$ cat config.mk
export PLATFORM = sky130hd
export DESIGN_NAME = dsp_mac_pipe
export DESIGN_NICKNAME = d
export VERILOG_FILES = /design/src/rtl/fmdsp_pkg.sv /design/src/rtl/dsp_mode_mult.sv /design/src/rtl/dsp_mac_pipe.sv
export SDC_FILE = /design/constraint.sdc
export NUM_CORES = 1
export LEC_CHECK = 0
export ABC_AREA = 0
export BUFFER_PORTS_ARGS = -buffer_cell sky130_fd_sc_hd__buf_2
export CAP_MARGIN = 20
export CORE_MARGIN = 5
export CORE_UTILIZATION = 55
export CTS_CLUSTER_DIAMETER = 150
export DETAILED_ROUTE_END_ITERATION = 8
export PLACE_DENSITY = 0.77
export SLEW_MARGIN = 40
export SYNTH_ARGS = -nofsm -noshare
export SYNTH_HDL_FRONTEND = slang
export SYNTH_SLANG_ARGS = --single-unit
$ cat constraint.sdc
create_clock -name clk -period 8.7 [get_ports clk]
set_clock_uncertainty 0.1 [all_clocks]
set_input_delay 1.305 -clock clk [delete_from_list [all_inputs] [get_ports clk]]
set_output_delay 1.305 -clock clk [all_outputs]
set_load 0.02 [all_outputs]
$ cat src/rtl/fmdsp_pkg.sv
// Shared mode encodings, latency lookup and clamp helper
// for the FMDSP multiply-accumulate pipeline.
package fmdsp_pkg;

  typedef enum logic [1:0] {
    MODE_LO_LO   = 2'b00,
    MODE_LO_FULL = 2'b01,
    MODE_FULL    = 2'b10,
    MODE_DOT     = 2'b11
  } mode_e;

  function automatic int mode_lat(
    input logic [1:0] m,
    input int         l0,
    input int         l1,
    input int         l2,
    input int         l3
  );
    int r;
    r = l0;
    unique case (m)
      MODE_LO_LO:   r = l0;
      MODE_LO_FULL: r = l1;
      MODE_FULL:    r = l2;
      MODE_DOT:     r = l3;
    endcase
    return r;
  endfunction

  function automatic int lat_max(
    input int l0,
    input int l1,
    input int l2,
    input int l3
  );
    int r;
    r = l0;
    if (l1 > r) r = l1;
    if (l2 > r) r = l2;
    if (l3 > r) r = l3;
    return r;
  endfunction

  // Bit i of the clamp value for a w-bit result; neg selects the rail.
  function automatic logic sat_bit(
    input logic neg,
    input int   i,
    input int   w
  );
    return (i == w - 1) ? neg : !neg;
  endfunction

endpackage

$ cat src/rtl/dsp_mode_mult.sv
// Mode-selected signed product, sign-extended to the
// accumulator width; purely combinational.
module dsp_mode_mult
  import fmdsp_pkg::*;
#(
  parameter int N = 9,
  parameter int M = 9,
  parameter int W = N + M
) (
  input  logic [1:0]          mode,
  input  logic [N-1:0]        aa,
  input  logic [M-1:0]        bb,
  output logic signed [W-1:0] prod
);

  localparam int NL = N / 2 + 1;
  localparam int NH = N - NL;
  localparam int ML = M / 2 + 1;
  localparam int MH = M - ML;

  logic signed [NL-1:0] a_lo;
  logic signed [NH-1:0] a_hi;
  logic signed [N-1:0]  a_f;
  logic signed [ML-1:0] b_lo;
  logic signed [MH-1:0] b_hi;
  logic signed [M-1:0]  b_f;
  logic signed [W-1:0]  p_ll;
  logic signed [W-1:0]  p_lf;
  logic signed [W-1:0]  p_ff;
  logic signed [W-1:0]  p_hh;

  assign a_lo = aa[NL-1:0];
  assign a_hi = aa[N-1:NL];
  assign a_f  = aa;
  assign b_lo = bb[ML-1:0];
  assign b_hi = bb[M-1:ML];
  assign b_f  = bb;

  always_comb begin
    p_ll = W'(a_lo) * W'(b_lo);
    p_lf = W'(a_lo) * W'(b_f);
    p_ff = W'(a_f) * W'(b_f);
    p_hh = W'(a_hi) * W'(b_hi);
    prod = p_ll;
    unique case (mode)
      MODE_LO_LO:   prod = p_ll;
      MODE_LO_FULL: prod = p_lf;
      MODE_FULL:    prod = p_ff;
      MODE_DOT:     prod = p_ll + p_hh;
    endcase
  end

endmodule

$ cat src/rtl/dsp_mac_pipe.sv
// Pipelined signed MAC: per-mode latency, in-order retire,
// accumulate chain with shift, optional saturation.
module dsp_mac_pipe
  import fmdsp_pkg::*;
#(
  parameter int N    = 9,
  parameter int M    = 9,
  parameter int W    = N + M,
  parameter int SH_W = 2,
  parameter int LAT0 = 1,
  parameter int LAT1 = 2,
  parameter int LAT2 = 4,
  parameter int LAT3 = 2,
  parameter int SAT  = 0
) (
  input  logic            clk,
  input  logic            rst,
  input  logic            in_valid,
  output logic            in_ready,
  input  logic [1:0]      mode,
  input  logic            acc_en,
  input  logic [SH_W-1:0] shift,
  input  logic [N-1:0]    aa,
  input  logic [M-1:0]    bb,
  input  logic [W-1:0]    cc,
  output logic            out_valid,
  output logic [W-1:0]    out,
  output logic [1:0]      out_mode,
  output logic            ovf
);

  localparam int LMAX = lat_max(LAT0, LAT1, LAT2, LAT3);
  localparam int RW   = $clog2(LMAX + 1);

  if (LAT0 < 1 || LAT1 < 1 || LAT2 < 1 || LAT3 < 1) begin : g_bad_lat
    $error("dsp_mac_pipe: every latency must be >= 1");
  end
  if (N < 2 || M < 2) begin : g_bad_width
    $error("dsp_mac_pipe: N and M must be >= 2");
  end

  logic signed [W-1:0] prod;
  logic                accept;
  int                  lat_in;
  logic                rdy_q, rdy_d;
  logic [RW-1:0]       rem_q, rem_d;

  logic [LMAX:1]       vld_q, vld_d;
  logic [LMAX:1]       aen_q, aen_d;
  logic signed [W-1:0] prod_q [1:LMAX];
  logic signed [W-1:0] prod_d [1:LMAX];
  logic signed [W-1:0] cc_q [1:LMAX];
  logic signed [W-1:0] cc_d [1:LMAX];
  logic [SH_W-1:0]     sh_q [1:LMAX];
  logic [SH_W-1:0]     sh_d [1:LMAX];
  logic [1:0]          md_q [1:LMAX];
  logic [1:0]          md_d [1:LMAX];

  logic                r_v, r_aen;
  logic signed [W-1:0] r_prod, r_cc;
  logic [SH_W-1:0]     r_sh;
  logic [1:0]          r_md;

  logic signed [W-1:0] acc_q, acc_d;
  logic                chain_q, chain_d;
  logic signed [W-1:0] addend, res;
  logic signed [W:0]   sum;
  logic [W-1:0]        clip;
  logic                of;

  logic                ov_q, ov_d;
  logic [W-1:0]        out_q, out_d;
  logic [1:0]          om_q, om_d;
  logic                ovf_q, ovf_d;

  dsp_mode_mult #(
    .N (N),
    .M (M),
    .W (W)
  ) u_mult (
    .mode (mode),
    .aa   (aa),
    .bb   (bb),
    .prod (prod)
  );

  // A new op may issue only if it retires strictly after the last one.
  assign lat_in   = mode_lat(mode, LAT0, LAT1, LAT2, LAT3);
  assign in_ready = rdy_q && (int'(rem_q) < lat_in);
  assign accept   = in_valid && in_ready;
  assign rdy_d    = 1'b1;

  always_comb begin
    rem_d = rem_q;
    if (accept) rem_d = RW'(lat_in - 1);
    else if (rem_q != '0) rem_d = rem_q - RW'(1);
  end

  always_comb begin
    vld_d  = '0;
    aen_d  = '0;
    prod_d = '{default: '0};
    cc_d   = '{default: '0};
    sh_d   = '{default: '0};
    md_d   = '{default: '0};
    vld_d[1]  = accept;
    aen_d[1]  = acc_en;
    prod_d[1] = prod;
    cc_d[1]   = cc;
    sh_d[1]   = shift;
    md_d[1]   = mode;
    for (int k = 2; k <= LMAX; k++) begin
      vld_d[k]  = vld_q[k-1];
      aen_d[k]  = aen_q[k-1];
      prod_d[k] = prod_q[k-1];
      cc_d[k]   = cc_q[k-1];
      sh_d[k]   = sh_q[k-1];
      md_d[k]   = md_q[k-1];
    end
  end

  always_comb begin
    r_v    = 1'b0;
    r_aen  = 1'b0;
    r_prod = '0;
    r_cc   = '0;
    r_sh   = '0;
    r_md   = '0;
    for (int k = 1; k <= LMAX; k++) begin
      if (vld_q[k] &&
          mode_lat(md_q[k], LAT0, LAT1, LAT2, LAT3) == k) begin
        r_v    = 1'b1;
        r_aen  = aen_q[k];
        r_prod = prod_q[k];
        r_cc   = cc_q[k];
        r_sh   = sh_q[k];
        r_md   = md_q[k];
      end
    end
  end

  always_comb begin
    addend = (r_aen && chain_q) ? (acc_q >>> r_sh) : r_cc;
    sum    = {addend[W-1], addend} + {r_prod[W-1], r_prod};
    of     = sum[W] ^ sum[W-1];
    for (int i = 0; i < W; i++) clip[i] = sat_bit(sum[W], i, W);
    res     = (SAT != 0 && of) ? clip : sum[W-1:0];
    ov_d    = r_v;
    out_d   = r_v ? res : out_q;
    om_d    = r_v ? r_md : om_q;
    ovf_d   = r_v ? of : ovf_q;
    acc_d   = r_v ? res : acc_q;
    chain_d = r_v ? r_aen : chain_q;
  end

  always_ff @(posedge clk or posedge rst) begin
    if (rst) begin
      rdy_q   <= 1'b0;
      rem_q   <= '0;
      vld_q   <= '0;
      aen_q   <= '0;
      for (int k = 1; k <= LMAX; k++) begin
        prod_q[k] <= '0;
        cc_q[k]   <= '0;
        sh_q[k]   <= '0;
        md_q[k]   <= '0;
      end
      acc_q   <= '0;
      chain_q <= 1'b0;
      ov_q    <= 1'b0;
      out_q   <= '0;
      om_q    <= '0;
      ovf_q   <= 1'b0;
    end else begin
      rdy_q   <= rdy_d;
      rem_q   <= rem_d;
      vld_q   <= vld_d;
      aen_q   <= aen_d;
      for (int k = 1; k <= LMAX; k++) begin
        prod_q[k] <= prod_d[k];
        cc_q[k]   <= cc_d[k];
        sh_q[k]   <= sh_d[k];
        md_q[k]   <= md_d[k];
      end
      acc_q   <= acc_d;
      chain_q <= chain_d;
      ov_q    <= ov_d;
      out_q   <= out_d;
      om_q    <= om_d;
      ovf_q   <= ovf_d;
    end
  end

  assign out_valid = ov_q;
  assign out       = out_q;
  assign out_mode  = om_q;
  assign ovf       = ovf_q;

endmodule

==> flow_summary.html, run 1 <==
<table>
<tr><th>Metric</th><th>Value</th></tr>
<tr><th colspan="2">Clocking</th></tr>
<tr><td>Buffer depth of the longest clock path</td><td>2</td></tr>
<tr><td>CTS Buf Count</td><td>17</td></tr>
<tr><td>Post-cts gate resize count</td><td>0</td></tr>
<tr><td>Count of H-tree levels built during CTS</td><td>4</td></tr>
<tr><td>Cell at the root of the clock tree</td><td>sky130_fd_sc_hd__clkbuf_16</td></tr>
<tr><td>Clock tree from TritonCTS</td><td>built</td></tr>
<tr><td>Post-CTS Repair Setup Buffers</td><td>0</td></tr>
<tr><td>Worst-Skew Late Latency</td><td>0.43 ns</td></tr>
<tr><td>Register clock-pin slew on the reported worst setup and hold paths</td><td>0.07 ns</td></tr>
<tr><td>Hold-fix buffer count after cts</td><td>0</td></tr>
<tr><td>Number of clock sinks</td><td>195</td></tr>
<tr><th colspan="2">Final layout</th></tr>
<tr><td>Area of the multi-input gates</td><td>7958 um2</td></tr>
<tr><td>Filler cell count</td><td>1972</td></tr>
<tr><td>Layout Nets</td><td>1633</td></tr>
<tr><td>FF+latch area</td><td>4880 um2</td></tr>
<tr><td>Commonest non-fill, non-tap cells in the layout</td><td>195 x sky130_fd_sc_hd__dfrtp_1, 177 x sky130_fd_sc_hd__inv_1, 124 x sky130_fd_sc_hd__fa_1</td></tr>
<tr><td>Area delta synth-&gt;final</td><td>8.736%</td></tr>
<tr><td>Leading cell type in the layout, fill and taps excluded</td><td>sky130_fd_sc_hd__dfrtp_1</td></tr>
<tr><td>Number of diodes added for antenna fixing</td><td>0</td></tr>
<tr><td>Post-route cell area</td><td>14920 um2</td></tr>
<tr><td>Proportion of layout cells with a drive suffix above 1</td><td>9.810%</td></tr>
<tr><th colspan="2">Critical path</th></tr>
<tr><td>Critical path class</td><td>in2reg</td></tr>
<tr><td>Launching point of the worst reg2reg path</td><td>md_d[5]</td></tr>
<tr><td>Critical path launch point type</td><td>input pin</td></tr>
<tr><td>Cell with the most instances on the worst path</td><td>sky130_fd_sc_hd__fa_1</td></tr>
<tr><td>CP endpoint kind</td><td>flop</td></tr>
<tr><td>Worst Reg-to-Reg Cells</td><td>16</td></tr>
<tr><td>Slowest cell delay on critical path</td><td>0.54 ns</td></tr>
<tr><td>Delay-heaviest family, CP</td><td>adder cells</td></tr>
<tr><td>Buf/Inv on CP</td><td>4</td></tr>
<tr><td>Terminus of the critical flop-to-flop path</td><td>out[14]</td></tr>
<tr><td>Master of the slowest instance on the critical path</td><td>sky130_fd_sc_hd__fa_1</td></tr>
<tr><td>Register-to-register path setup slack</td><td>3.84 ns</td></tr>
<tr><td>Maximum fanout encountered on the critical timing path</td><td>12</td></tr>
<tr><td>Data arrival time of the worst path</td><td>6.17 ns</td></tr>
<tr><td>Data required time of the worst path</td><td>8.93 ns</td></tr>
<tr><td>Cell chain of the critical path</td><td>buf_2 -&gt; inv_1 -&gt; nor2_1 -&gt; fa_1 -&gt; inv_1 -&gt; fa_1 -&gt; fa_1 -&gt; inv_1 -&gt; fa_1 -&gt; a211oi_1 -&gt; o21bai_1 -&gt; a21oi_1 -&gt; xnor2_1 -&gt; ha_1 -&gt; nand2b_1 -&gt; a21oi_1 -&gt; o21ai_1 -&gt; o211a_1 -&gt; a311oi_1</td></tr>
<tr><th colspan="2">Pwr</th></tr>
<tr><td>Static leakage power</td><td>7.384 nW</td></tr>
<tr><td>PwrDens</td><td>289.6 nW/um2</td></tr>
<tr><td>Worst supply voltage drop on vdd</td><td>182.4 uV</td></tr>
<tr><th colspan="2">Min path</th></tr>
<tr><td>Number of instances on the worst hold path</td><td>0</td></tr>
<tr><td>Type of the tightest min-delay check</td><td>reg2reg</td></tr>
<tr><td>Worst min-delay path startpoint</td><td>cc_d[15]</td></tr>
<tr><td>Endpoint of the worst hold path</td><td>cc_q[15]</td></tr>
<tr><th colspan="2">Detailed routing</th></tr>
<tr><td>TritonRoute pass-1 iters</td><td>5</td></tr>
<tr><td>Routed Wire Length</td><td>28640 um</td></tr>
<tr><td>DRC</td><td>0</td></tr>
<tr><td>Post-DR wirelength/cell</td><td>16.94 um</td></tr>
<tr><td>Antenna viol nets, final</td><td>0</td></tr>
<tr><td>Initial drt markers</td><td>740</td></tr>
<tr><td>Total number of vias</td><td>9234</td></tr>
<tr><td>Vias per Instance</td><td>5.464</td></tr>
<tr><th colspan="2">Global routing</th></tr>
<tr><td>Largest net degree at the start of global routing</td><td>118</td></tr>
<tr><td>Global-route wire length before repair</td><td>48470 um</td></tr>
<tr><td>Number of global-route vias before repair</td><td>9559</td></tr>
<tr><td>Number of antenna violations at the first check in global routing</td><td>0</td></tr>
<tr><td>All-Layer GR Usage</td><td>20.91%</td></tr>
<tr><td>Remaining global-route overflow</td><td>0</td></tr>
<tr><th colspan="2">Synth</th></tr>
<tr><td>Number of distinct standard cells referenced by the synthesized netlist</td><td>66</td></tr>
<tr><td>Share of flip-flops with an asynchronous set or reset after synthesis</td><td>100.0%</td></tr>
<tr><td>Synth Cell Area</td><td>13720 um2</td></tr>
<tr><td>Commonest register cell after synthesis</td><td>sky130_fd_sc_hd__dfrtp_1</td></tr>
<tr><td>Post-synthesis area per instance</td><td>10.49 um2</td></tr>
<tr><td>Synthesized netlist net count</td><td>1588</td></tr>
<tr><td>Sequential fraction of the synthesis area</td><td>35.56%</td></tr>
<tr><td>Post-synthesis register bit count</td><td>195</td></tr>
<tr><td>Number of synthesized flops with an enable pin</td><td>0</td></tr>
<tr><td>YS warnings</td><td>0</td></tr>
<tr><td>Synthesized instance count</td><td>1308</td></tr>
<tr><th colspan="2">Timing</th></tr>
<tr><td>Maximum clock frequency</td><td>0.1681 GHz</td></tr>
<tr><td>Final min period</td><td>5.947 ns</td></tr>
<tr><td>Worst slew margin relative to its limit</td><td>53.93%</td></tr>
<tr><td>Worst hold slack after final layout</td><td>0.2482 ns</td></tr>
<tr><td>RSZ-0062 raised after global routing</td><td>false</td></tr>
<tr><td>Final setup TNS</td><td>0 ns</td></tr>
<tr><td>Transition at the pin with the smallest max-transition slack</td><td>0.6910 ns</td></tr>
<tr><td>Setup Viol. Count Final</td><td>0</td></tr>
<tr><td>Final Cycle Share</td><td>68.36%</td></tr>
<tr><td>Count of final max-slew check failures</td><td>0</td></tr>
<tr><td>Number of hold-slack violations in the final timing report</td><td>0</td></tr>
<tr><th colspan="2">Die</th></tr>
<tr><td>Starting density of the core</td><td>56.09%</td></tr>
<tr><td>Die Width</td><td>167.9 um</td></tr>
<tr><td>Rows</td><td>57</td></tr>
<tr><td>Die extent in y</td><td>167.9 um</td></tr>
<tr><td>Core region area</td><td>24460 um2</td></tr>
<tr><td>Die footprint</td><td>28210 um2</td></tr>
<tr><td>Count of pins on the block boundary</td><td>67</td></tr>
<tr><th colspan="2">Flow run</th></tr>
<tr><td>Number of max-cap violations</td><td>0</td></tr>
<tr><th colspan="2">Placement</th></tr>
<tr><td>Placement Cell Area</td><td>14320 um2</td></tr>
<tr><td>DP HPWL</td><td>22520 um</td></tr>
<tr><td>Number of buffer cells added on primary ports</td><td>66</td></tr>
<tr><td>RePlAce Congestion</td><td>0.9031</td></tr>
<tr><th colspan="2">Run status</th></tr>
<tr><td>Status</td><td>complete, no violations</td></tr>
</table>
[state kept, by name, indices dropped and copies added, names as in the netlist]
| register | count |
|---|---|
| cc_d | 54 |
| prod_d | 54 |
| cc_q | 18 |
| out | 18 |
| prod_q | 18 |
| md_d | 6 |
| sh_d | 6 |
| aen_q | 4 |
| vld_q | 4 |
| rem_q | 3 |
| md_q | 2 |
| out_mode | 2 |
| sh_q | 2 |
| chain_q | 1 |
| out_valid | 1 |
| ovf | 1 |
| rdy_q | 1 |
[layer usage]
| metal | vias up | global-route usage, % | routed length (um) |
|---|---|---|---|
| li1 | 4423 | - | - |
| met1 | 4578 | 28.58 | 12900 |
| met2 | 207 | 36.18 | 14370 |
| met3 | 26 | 2.556 | 912 |
| met4 | 0 | 4.622 | 448 |
| met5 | - | 0 | 0 |
[worst register-to-register path: stages, from the launching register on]
cell and delay, ns:
sky130_fd_sc_hd__dfrtp_1 0.41, sky130_fd_sc_hd__or3b_4 0.43, sky130_fd_sc_hd__nor2_4 0.44, sky130_fd_sc_hd__a221o_1 0.25
sky130_fd_sc_hd__o21ai_1 0.10, sky130_fd_sc_hd__nor2b_2 0.29, sky130_fd_sc_hd__buf_4 0.37, sky130_fd_sc_hd__o31ai_1 0.18
sky130_fd_sc_hd__ha_1 0.26, sky130_fd_sc_hd__fa_1 0.41, sky130_fd_sc_hd__a21oi_1 0.23, sky130_fd_sc_hd__nand4b_1 0.17
sky130_fd_sc_hd__a21boi_1 0.09, sky130_fd_sc_hd__a221o_1 0.44, sky130_fd_sc_hd__a311oi_2 0.31, sky130_fd_sc_hd__xor2_1 0.17
sky130_fd_sc_hd__o21ai_1 0.07
[cells by family after synthesis]
group,after synthesis,synth area share (%)
AO/OA/AOI/OAI,227,11.02
buffers and inverters,228,6.538
flip-flops,195,35.56
multiplexers,30,3.027
adder cells (fa/ha/maj),236,28.31
AND/OR/NAND/NOR,323,11.18
other,1,0.02733
XOR/XNOR,68,4.341
[cell type report]
| cell class | count | area share [%] |
|---|---|---|
| clock buffer | 17 | 2.851 |
| clock inverter | 15 | 1.107 |
| inverter | 179 | 4.587 |
| multi-input combinational | 885 | 53.34 |
| sequential | 195 | 32.71 |
| tap | 324 | 2.717 |
| timing repair buffer | 75 | 2.692 |
[worst max path at each step]
stage          startpoint          to  slack (ns)  cells after the start
2_1_floorplan         rst    aen_q[1]        1.98                      1
3_3_place_gp        bb[4]  prod_d[53]        2.48                     19
3_5_place_dp        bb[4]  prod_d[49]        2.39                     19
4_1_cts             bb[4]  prod_d[49]        2.82                     19
5_1_grt             bb[4]  prod_d[49]        2.56                     19
6_report            bb[4]  prod_d[49]        2.75                     19
[stage by stage]
stage	utilization (%)	total power [mW]	worst slack, ns	instances
2_1_floorplan	-	3.026	1.983	1308
3_3_place_gp	58.51	3.481	2.485	1658
3_5_place_dp	58.55	3.554	2.387	1658
4_1_cts	60.97	4.340	2.820	1690
5_1_grt	60.99	4.703	2.565	1690
6_report	60.99	4.321	2.753	1690
[cells in the mapped netlist, types with 21 or more instances]
cell,number,area (um2)
sky130_fd_sc_hd__dfrtp_1,195,4880
sky130_fd_sc_hd__inv_1,178,668.1
sky130_fd_sc_hd__fa_1,124,2482
sky130_fd_sc_hd__ha_1,112,1401
sky130_fd_sc_hd__nand2_1,108,405.4
sky130_fd_sc_hd__nor2_1,81,304.0
sky130_fd_sc_hd__a21oi_1,51,255.2
sky130_fd_sc_hd__and2_1,48,300.3
sky130_fd_sc_hd__xnor2_1,47,411.6
sky130_fd_sc_hd__o21ai_0,36,180.2
sky130_fd_sc_hd__clkbuf_1,34,127.6
sky130_fd_sc_hd__a31oi_1,24,150.1
sky130_fd_sc_hd__nand3_1,23,115.1
sky130_fd_sc_hd__xor2_1,21,183.9
[power breakdown]
part,switching (mW),internal (mW)
clock network,0.355,0.409
registers,0.140,1.14
logic,1.27,1.00
total,1.77,2.55
No activity file was read; power rests on OpenSTA's default activity.
==> inputs of run 2 (changes only) <==
ABC_AREA = 1   (was 0)
PLACE_DENSITY = 0.76   (was 0.77)
clock period = 6.2 ns   (was 8.7 ns; I/O delays follow)
==> run 2 against run 1 <==
  * Utilization up 0.066 points
  * Synthesized cell count up 35%
  * Clock-buffer cell count unchanged
  * Setup slack worse by 2.1 ns
  * Critical path depth up 2
  * Sequential share of layout area down 2.1 points
  * Hold slack worse by 0.0012 ns
  * Sequential power up 36%
==> flow_summary.html, run 2 <==
<table>
<tr><th>Metric</th><th>Value</th></tr>
<tr><th colspan="2">Run status</th></tr>
<tr><td>Status</td><td>complete, no violations</td></tr>
<tr><th colspan="2">Placement</th></tr>
<tr><td>Placement Cell Area</td><td>15290 um2</td></tr>
<tr><td>Pre-CTS WS</td><td>0.1699 ns</td></tr>
<tr><td>RePlAce Congestion</td><td>0.9358</td></tr>
<tr><td>Placed insts</td><td>2126</td></tr>
<tr><td>DP HPWL</td><td>27380 um</td></tr>
<tr><td>Number of buffer cells added on primary ports</td><td>66</td></tr>
<tr><th colspan="2">Min path</th></tr>
<tr><td>Type of the tightest min-delay check</td><td>reg2reg</td></tr>
<tr><td>Number of instances on the worst hold path</td><td>0</td></tr>
<tr><td>Worst min-delay path startpoint</td><td>cc_d[3]</td></tr>
<tr><td>Endpoint of the worst hold path</td><td>cc_q[3]</td></tr>
<tr><th colspan="2">Synth</th></tr>
<tr><td>Commonest register cell after synthesis</td><td>sky130_fd_sc_hd__dfrtp_1</td></tr>
<tr><td>Sequential fraction of the synthesis area</td><td>33.26%</td></tr>
<tr><td>Top-count cell post-synth</td><td>sky130_fd_sc_hd__nand2_1</td></tr>
<tr><td>Post-synthesis area per instance</td><td>8.308 um2</td></tr>
<tr><td>Post-synthesis register bit count</td><td>195</td></tr>
<tr><td>List of most frequent post-synthesis cells</td><td>423 x sky130_fd_sc_hd__nand2_1, 307 x sky130_fd_sc_hd__inv_1, 195 x sky130_fd_sc_hd__dfrtp_1</td></tr>
<tr><td>Area leader, netlist</td><td>sky130_fd_sc_hd__dfrtp_1</td></tr>
<tr><td>Synthesized instance count</td><td>1766</td></tr>
<tr><td>Leading cell types by total area after synthesis</td><td>sky130_fd_sc_hd__dfrtp_1 33%, sky130_fd_sc_hd__fa_1 17%, sky130_fd_sc_hd__nand2_1 11%</td></tr>
<tr><td>Number of distinct standard cells referenced by the synthesized netlist</td><td>44</td></tr>
<tr><td>Synthesized netlist net count</td><td>2046</td></tr>
<tr><td>Share of flip-flops with an asynchronous set or reset after synthesis</td><td>100.0%</td></tr>
<tr><td>Number of synthesized flops with an enable pin</td><td>0</td></tr>
<tr><td>Area share of the largest cell type after synthesis</td><td>33.26%</td></tr>
<tr><td>Synth Cell Area</td><td>14670 um2</td></tr>
<tr><td>YS warnings</td><td>0</td></tr>
<tr><th colspan="2">Critical path</th></tr>
<tr><td>Terminus of the critical flop-to-flop path</td><td>out[10]</td></tr>
<tr><td>Maximum fanout encountered on the critical timing path</td><td>8</td></tr>
<tr><td>Worst Reg-to-Reg Cells</td><td>17</td></tr>
<tr><td>CP endpoint kind</td><td>flop</td></tr>
<tr><td>Critical path class</td><td>in2reg</td></tr>
<tr><td>Register-to-register path setup slack</td><td>1.58 ns</td></tr>
<tr><td>Critical path launch point type</td><td>input pin</td></tr>
<tr><td>Data required time of the worst path</td><td>6.40 ns</td></tr>
<tr><td>Launching point of the worst reg2reg path</td><td>md_q[0]</td></tr>
<tr><td>Data arrival time of the worst path</td><td>5.73 ns</td></tr>
<tr><th colspan="2">Detailed routing</th></tr>
<tr><td>Total number of vias</td><td>11610</td></tr>
<tr><td>WL met1</td><td>14590 um</td></tr>
<tr><td>Routed Wire Length</td><td>34600 um</td></tr>
<tr><td>Detailed-routed wire length on met3</td><td>1595 um</td></tr>
<tr><td>DRC</td><td>0</td></tr>
<tr><td>Vias per Instance</td><td>5.375</td></tr>
<tr><td>Post-DR wirelength/cell</td><td>16.02 um</td></tr>
<tr><td>Detail Route met2 WL</td><td>17270 um</td></tr>
<tr><td>TritonRoute pass-1 iters</td><td>7</td></tr>
<tr><td>Initial drt markers</td><td>958</td></tr>
<tr><td>Antenna viol nets, final</td><td>0</td></tr>
<tr><td>Highest metal used</td><td>met4</td></tr>
<tr><th colspan="2">Clocking</th></tr>
<tr><td>Count of H-tree levels built during CTS</td><td>4</td></tr>
<tr><td>Post-CTS Repair Setup Buffers</td><td>0</td></tr>
<tr><td>Number of clock sinks</td><td>195</td></tr>
<tr><td>Hold-fix buffer count after cts</td><td>0</td></tr>
<tr><td>Register clock-pin slew on the reported worst setup and hold paths</td><td>0.08 ns</td></tr>
<tr><td>CTS Buf Count</td><td>17</td></tr>
<tr><td>Post-cts gate resize count</td><td>0</td></tr>
<tr><td>Buffer depth of the longest clock path</td><td>2</td></tr>
<tr><td>Clock tree from TritonCTS</td><td>built</td></tr>
<tr><td>Worst-Skew Late Latency</td><td>0.43 ns</td></tr>
<tr><td>Cell at the root of the clock tree</td><td>sky130_fd_sc_hd__clkbuf_16</td></tr>
<tr><th colspan="2">Timing</th></tr>
<tr><td>Number of hold-slack violations in the final timing report</td><td>0</td></tr>
<tr><td>Final Cycle Share</td><td>89.22%</td></tr>
<tr><td>Maximum clock frequency</td><td>0.1808 GHz</td></tr>
<tr><td>Minimum setup slack in the final design</td><td>0.6684 ns</td></tr>
<tr><td>Worst slew margin relative to its limit</td><td>45.94%</td></tr>
<tr><td>Final min period</td><td>5.532 ns</td></tr>
<tr><td>Count of final max-slew check failures</td><td>0</td></tr>
<tr><td>Transition at the pin with the smallest max-transition slack</td><td>0.8097 ns</td></tr>
<tr><td>Setup Viol. Count Final</td><td>0</td></tr>
<tr><td>Final setup TNS</td><td>0 ns</td></tr>
<tr><td>RSZ-0062 raised after global routing</td><td>false</td></tr>
<tr><th colspan="2">Pwr</th></tr>
<tr><td>Static leakage power</td><td>8.798 nW</td></tr>
<tr><td>PwrDens</td><td>384.7 nW/um2</td></tr>
<tr><td>Worst supply voltage drop on vdd</td><td>175.2 uV</td></tr>
<tr><th colspan="2">Die</th></tr>
<tr><td>Die Width</td><td>173.3 um</td></tr>
<tr><td>Die extent in y</td><td>173.3 um</td></tr>
<tr><td>Rows</td><td>59</td></tr>
<tr><td>Core region area</td><td>26130 um2</td></tr>
<tr><td>Count of pins on the block boundary</td><td>67</td></tr>
<tr><td>Starting density of the core</td><td>56.14%</td></tr>
<tr><td>Die footprint</td><td>30040 um2</td></tr>
<tr><th colspan="2">Flow run</th></tr>
<tr><td>Number of max-cap violations</td><td>0</td></tr>
<tr><th colspan="2">Final layout</th></tr>
<tr><td>Area delta synth-&gt;final</td><td>8.750%</td></tr>
<tr><td>Leading cell type in the layout, fill and taps excluded</td><td>sky130_fd_sc_hd__nand2_1</td></tr>
<tr><td>Filler cell count</td><td>2246</td></tr>
<tr><td>Proportion of layout cells with a drive suffix above 1</td><td>7.785%</td></tr>
<tr><td>Finished Layout Cells</td><td>2159</td></tr>
<tr><td>Layout Nets</td><td>2091</td></tr>
<tr><td>Number of diodes added for antenna fixing</td><td>0</td></tr>
<tr><td>Post-route cell area</td><td>15960 um2</td></tr>
<tr><td>Commonest non-fill, non-tap cells in the layout</td><td>423 x sky130_fd_sc_hd__nand2_1, 306 x sky130_fd_sc_hd__inv_1, 195 x sky130_fd_sc_hd__dfrtp_1</td></tr>
<tr><th colspan="2">Global routing</th></tr>
<tr><td>Global-route wire length before repair</td><td>58600 um</td></tr>
<tr><td>Number of global-route vias before repair</td><td>11800</td></tr>
<tr><td>Largest net degree at the start of global routing</td><td>151</td></tr>
<tr><td>All-Layer GR Usage</td><td>23.66%</td></tr>
<tr><td>Remaining global-route overflow</td><td>0</td></tr>
<tr><td>Number of antenna violations at the first check in global routing</td><td>0</td></tr>
</table>
==> run 2: cell count changes after synthesis, sizes merged, moves of 16 or more <==
cell    delta
mux2i     -19
o21ai     +31
nand3    +143
xnor2     -34
nand2b    -20
inv      +135
a221oi    -16
nor2      +42
and2      -39
nand4     +30
a31oi     -23
nand2    +318
==> run 2: critical path: stages <==
cell	delay (ns)
sky130_fd_sc_hd__buf_2	0.19
sky130_fd_sc_hd__clkinv_1	0.15
sky130_fd_sc_hd__or2_2	0.32
sky130_fd_sc_hd__fa_1	0.60
sky130_fd_sc_hd__fa_1	0.45
sky130_fd_sc_hd__fa_1	0.53
sky130_fd_sc_hd__inv_1	0.05
sky130_fd_sc_hd__ha_1	0.22
sky130_fd_sc_hd__fa_1	0.41
sky130_fd_sc_hd__nand3_1	0.10
sky130_fd_sc_hd__nand2_1	0.07
sky130_fd_sc_hd__xor2_1	0.16
sky130_fd_sc_hd__xor2_1	0.40
sky130_fd_sc_hd__ha_1	0.28
sky130_fd_sc_hd__nand2_1	0.09
sky130_fd_sc_hd__nor2_1	0.12
sky130_fd_sc_hd__nand3_1	0.08
sky130_fd_sc_hd__nand3_1	0.13
sky130_fd_sc_hd__a21oi_1	0.09
sky130_fd_sc_hd__a21oi_1	0.25
sky130_fd_sc_hd__nand3_1	0.12
==> run 2: per-layer routing <==
metal / vias up / global-route usage [%]
met4: 0 / 8.680
li1: 5613 / -
met3: 76 / 3.315
met1: 5578 / 30.74
met5: - / 0
met2: 338 / 40.68
==> run 2: power by group <==
group | internal [mW] | switching, mW | total, mW | leakage (nW)
combinational | 1.20 | 2.04 | 3.25 | 6.14
clock | 0.622 | 0.528 | 1.15 | 0.299
sequential | 1.58 | 0.165 | 1.74 | 2.35
total | 3.40 | 2.74 | 6.14 | 8.80
==> run 2: worst max path at each step <==
stage               depth (start not counted)  slack, ns  start          to
global route                               21       0.25  bb[8]  prod_d[49]
CTS                                        21       0.63  bb[8]  prod_d[51]
global placement                           21       0.33  bb[8]  prod_d[53]
finish                                     21       0.67  bb[8]  prod_d[51]
floorplan                                  15       0.79  aa[0]  prod_d[49]
detailed placement                         21       0.17  bb[8]  prod_d[51]
==> run 2: cells by family (layout without fill, tap and decap cells) <==
kind of cell	count (synthesis)	after routing	synth area share, %
fa+ha+maj	236	236	26.47
flops	195	195	33.26
other cells	1	1	0.02556
simple gates	783	783	22.94
compound gates	158	158	5.961
buf+inv	367	425	9.790
xor+xnor	26	26	1.552
==> run 2: area by class of cell <==
class                           instances  area, um2  share of cell area (%)
Timing Repair Buffer                   77      465.4                   2.917
Tap cell                              335      419.2                   2.627
Inverter                              316       1195                   7.489
Multi-Input combinational cell       1204       8358                   52.38
Sequential cell                       195       4880                   30.58
Clock inverter                         15      212.7                   1.333
Clock buffer                           17      425.4                   2.666
==> run 2: metrics by stage <==
stage / util [%] / total power [mW] / hold slack, ns
after global placement: 58.39 / 4.890 / 0.2314
after CTS: 60.95 / 6.147 / 0.2499
after global routing: 61.06 / 6.731 / 0.2549
final: 61.06 / 6.139 / 0.2470
after floorplan: - / 4.168 / 0.2312
after detailed placement: 58.51 / 4.979 / 0.2347
==> inputs of run 3 (changes only) <==
ABC_AREA = not set   (was 1)
PLACE_DENSITY = 0.77   (was 0.76)
==> run 3 against run 2 <==
  * Maximum frequency shrank 1.7%
  * Highest routed layer unchanged
  * Sequential share of layout area grew 2.0 points
  * Critical path depth shrank 2
  * Clock power shrank 9%
  * Critical endpoint is now prod_d[53]
  * Final area shrank 6.2%
  * Total power shrank 1.3%
  * Global-route usage shrank 2.2 points
  * Hold slack lost 0.0034 ns
  * Utilization grew 0.13 points
==> flow_summary.html, run 3 (synthesis results as in run 1) <==
<table>
<tr><th>Metric</th><th>Value</th></tr>
<tr><th colspan="2">Timing</th></tr>
<tr><td>Final Cycle Share</td><td>90.73%</td></tr>
<tr><td>Final setup TNS</td><td>0 ns</td></tr>
<tr><td>Setup Viol. Count Final</td><td>0</td></tr>
<tr><td>Number of hold-slack violations in the final timing report</td><td>0</td></tr>
<tr><td>Count of final max-slew check failures</td><td>0</td></tr>
<tr><td>Transition at the pin with the smallest max-transition slack</td><td>0.7227 ns</td></tr>
<tr><td>Final min period</td><td>5.625 ns</td></tr>
<tr><td>RSZ-0062 raised after global routing</td><td>false</td></tr>
<tr><td>Maximum clock frequency</td><td>0.1778 GHz</td></tr>
<tr><td>Worst slew margin relative to its limit</td><td>51.70%</td></tr>
<tr><td>Worst hold slack after final layout</td><td>0.2436 ns</td></tr>
<tr><th colspan="2">Placement</th></tr>
<tr><td>RePlAce Congestion</td><td>0.9131</td></tr>
<tr><td>Placement Cell Area</td><td>14400 um2</td></tr>
<tr><td>DP HPWL</td><td>22640 um</td></tr>
<tr><td>Number of buffer cells added on primary ports</td><td>66</td></tr>
<tr><th colspan="2">Die</th></tr>
<tr><td>Die footprint</td><td>28210 um2</td></tr>
<tr><td>Starting density of the core</td><td>56.09%</td></tr>
<tr><td>Core region area</td><td>24460 um2</td></tr>
<tr><td>Count of pins on the block boundary</td><td>67</td></tr>
<tr><td>Rows</td><td>57</td></tr>
<tr><td>Die Width</td><td>167.9 um</td></tr>
<tr><td>Die extent in y</td><td>167.9 um</td></tr>
<tr><th colspan="2">Critical path</th></tr>
<tr><td>CP endpoint kind</td><td>flop</td></tr>
<tr><td>Data required time of the worst path</td><td>6.43 ns</td></tr>
<tr><td>Maximum fanout encountered on the critical timing path</td><td>12</td></tr>
<tr><td>Master of the slowest instance on the critical path</td><td>sky130_fd_sc_hd__fa_1</td></tr>
<tr><td>Delay-heaviest family, CP</td><td>adder cells</td></tr>
<tr><td>Critical path class</td><td>in2reg</td></tr>
<tr><td>Buf/Inv on CP</td><td>4</td></tr>
<tr><td>Critical path launch point type</td><td>input pin</td></tr>
<tr><td>Cell with the most instances on the worst path</td><td>sky130_fd_sc_hd__fa_1</td></tr>
<tr><td>Data arrival time of the worst path</td><td>5.86 ns</td></tr>
<tr><td>Slowest cell delay on critical path</td><td>0.55 ns</td></tr>
<tr><td>Cell chain of the critical path</td><td>buf_2 -&gt; inv_1 -&gt; nor2_1 -&gt; fa_1 -&gt; inv_1 -&gt; fa_1 -&gt; fa_1 -&gt; inv_1 -&gt; fa_1 -&gt; a211oi_1 -&gt; o21bai_1 -&gt; a21oi_1 -&gt; xnor2_1 -&gt; ha_1 -&gt; nand2b_1 -&gt; a21oi_1 -&gt; o21ai_1 -&gt; o211a_1 -&gt; a311oi_1</td></tr>
<tr><th colspan="2">Detailed routing</th></tr>
<tr><td>Antenna viol nets, final</td><td>0</td></tr>
<tr><td>TritonRoute pass-1 iters</td><td>5</td></tr>
<tr><td>Routed Wire Length</td><td>29080 um</td></tr>
<tr><td>Post-DR wirelength/cell</td><td>17.19 um</td></tr>
<tr><td>Initial drt markers</td><td>673</td></tr>
<tr><td>Total number of vias</td><td>9272</td></tr>
<tr><td>DRC</td><td>0</td></tr>
<tr><td>Vias per Instance</td><td>5.480</td></tr>
<tr><th colspan="2">Pwr</th></tr>
<tr><td>Part of the power in registers</td><td>29.8%</td></tr>
<tr><td>Power share of the combinational group</td><td>52.9%</td></tr>
<tr><td>Internal power component</td><td>3.598 mW</td></tr>
<tr><td>Static leakage power</td><td>7.396 nW</td></tr>
<tr><td>PwrDens</td><td>404.8 nW/um2</td></tr>
<tr><td>Worst supply voltage drop on vdd</td><td>208.3 uV</td></tr>
<tr><td>Net switching share of the total power</td><td>40.62%</td></tr>
<tr><td>Psw</td><td>2.461 mW</td></tr>
<tr><td>Clock network fraction of total power</td><td>17.3%</td></tr>
<tr><th colspan="2">Final layout</th></tr>
<tr><td>Commonest non-fill, non-tap cells in the layout</td><td>195 x sky130_fd_sc_hd__dfrtp_1, 177 x sky130_fd_sc_hd__inv_1, 124 x sky130_fd_sc_hd__fa_1</td></tr>
<tr><td>Final Core Density</td><td>61.19%</td></tr>
<tr><td>Proportion of layout cells with a drive suffix above 1</td><td>9.868%</td></tr>
<tr><td>Layout Nets</td><td>1636</td></tr>
<tr><td>Number of diodes added for antenna fixing</td><td>0</td></tr>
<tr><td>Post-route cell area</td><td>14970 um2</td></tr>
<tr><td>Area delta synth-&gt;final</td><td>9.092%</td></tr>
<tr><td>Leading cell type in the layout, fill and taps excluded</td><td>sky130_fd_sc_hd__dfrtp_1</td></tr>
<tr><th colspan="2">Global routing</th></tr>
<tr><td>All-Layer GR Usage</td><td>21.42%</td></tr>
<tr><td>Remaining global-route overflow</td><td>0</td></tr>
<tr><td>Number of global-route vias before repair</td><td>9973</td></tr>
<tr><td>Largest net degree at the start of global routing</td><td>79</td></tr>
<tr><td>Number of antenna violations at the first check in global routing</td><td>0</td></tr>
<tr><td>Global-route wire length before repair</td><td>49470 um</td></tr>
<tr><th colspan="2">Clocking</th></tr>
<tr><td>Hold-fix buffer count after cts</td><td>0</td></tr>
<tr><td>Count of H-tree levels built during CTS</td><td>4</td></tr>
<tr><td>Post-CTS Repair Setup Buffers</td><td>0</td></tr>
<tr><td>CTS Buf Count</td><td>17</td></tr>
<tr><td>Clock tree from TritonCTS</td><td>built</td></tr>
<tr><td>Buffer depth of the longest clock path</td><td>2</td></tr>
<tr><td>Cell at the root of the clock tree</td><td>sky130_fd_sc_hd__clkbuf_16</td></tr>
<tr><td>Post-cts gate resize count</td><td>0</td></tr>
<tr><td>Register clock-pin slew on the reported worst setup and hold paths</td><td>0.07 ns</td></tr>
<tr><td>Worst-Skew Late Latency</td><td>0.43 ns</td></tr>
<tr><td>Number of clock sinks</td><td>195</td></tr>
<tr><th colspan="2">Run status</th></tr>
<tr><td>Status</td><td>complete, no violations</td></tr>
<tr><th colspan="2">Min path</th></tr>
<tr><td>Type of the tightest min-delay check</td><td>reg2reg</td></tr>
<tr><th colspan="2">Flow run</th></tr>
<tr><td>Number of max-cap violations</td><td>0</td></tr>
</table>
run 3: cell count changes in the layout (fill, tap and decap cells not counted), moves of 30 or more:
cell and delta:
sky130_fd_sc_hd__nor2_1 -39, sky130_fd_sc_hd__nand4_1 -30, sky130_fd_sc_hd__nand2_1 -315, sky130_fd_sc_hd__and2_1 +40, sky130_fd_sc_hd__inv_1 -129, sky130_fd_sc_hd__nand3_1 -142
sky130_fd_sc_hd__xnor2_1 +34
run 3: final cells by class:
| type | instances | area, um2 |
|---|---|---|
| clock buffers | 21 | 470.5 |
| clock inverters | 10 | 98.84 |
| fillers | 1943 | 9494 |
| inverters | 179 | 675.6 |
| multi-input cells | 885 | 7965 |
| flip-flops and latches | 195 | 4880 |
| well taps | 324 | 405.4 |
| repair buffers | 78 | 473.0 |
run 3: worst paths after layout:
check	from	to	slack, ns	cells past startpoint
max	bb[4]	prod_d[53]	0.57	19
min	cc_d[15]	cc_q[15]	0.24	0
max reg2reg	vld_q[2]	out[16]	1.26	15
min reg2reg	cc_d[15]	cc_q[15]	0.24	0
max in group asynchronous	rst	cc_d[30]	4.56	5
min in group asynchronous	rst	cc_q[6]	0.45	3
run 3: metrics by stage:
| stage | cells | power, mW | worst slack (ns) |
|---|---|---|---|
| final | 1692 | 6.059 | 0.5748 |
| after global routing | 1692 | 6.568 | 0.2920 |
| after CTS | 1692 | 6.089 | 0.5851 |
| after detailed placement | 1661 | 5.005 | 0.1668 |
| after global placement | 1659 | 4.899 | 0.3472 |
| after floorplan | 1308 | 4.247 | 0.6773 |
run 3: routing by layer:
| metal | GRT usage, % | wire length [um] | vias to the layer above |
|---|---|---|---|
| li1 | - | - | 4425 |
| met1 | 28.13 | 12660 | 4544 |
| met2 | 36.77 | 14250 | 255 |
| met3 | 2.931 | 1354 | 48 |
| met4 | 7.410 | 814 | 0 |
| met5 | 0 | 0 | - |
run 3: power groups by stage:
stage / clock (mW) / combinational (mW) / sequential (mW)
after floorplan: 0 / 2.41 / 1.84
after global placement: 0 / 3.10 / 1.80
after detailed placement: 0 / 3.18 / 1.82
after CTS: 1.06 / 3.22 / 1.80
after global routing: 1.12 / 3.61 / 1.84
final: 1.05 / 3.20 / 1.80
run 3: worst reg2reg max path: stages, from the launching register on:
cell	delay, ns
sky130_fd_sc_hd__dfrtp_1	0.38
sky130_fd_sc_hd__nand2_1	0.44
sky130_fd_sc_hd__a31oi_1	0.41
sky130_fd_sc_hd__o21a_1	0.59
sky130_fd_sc_hd__mux4_2	0.58
sky130_fd_sc_hd__nand2_1	0.08
sky130_fd_sc_hd__o31ai_1	0.10
sky130_fd_sc_hd__ha_1	0.25
sky130_fd_sc_hd__fa_1	0.42
sky130_fd_sc_hd__a21oi_1	0.21
sky130_fd_sc_hd__nand4b_1	0.17
sky130_fd_sc_hd__a21boi_1	0.10
sky130_fd_sc_hd__a221o_1	0.43
sky130_fd_sc_hd__a21boi_0	0.24
sky130_fd_sc_hd__xor2_1	0.18
sky130_fd_sc_hd__a21oi_1	0.09
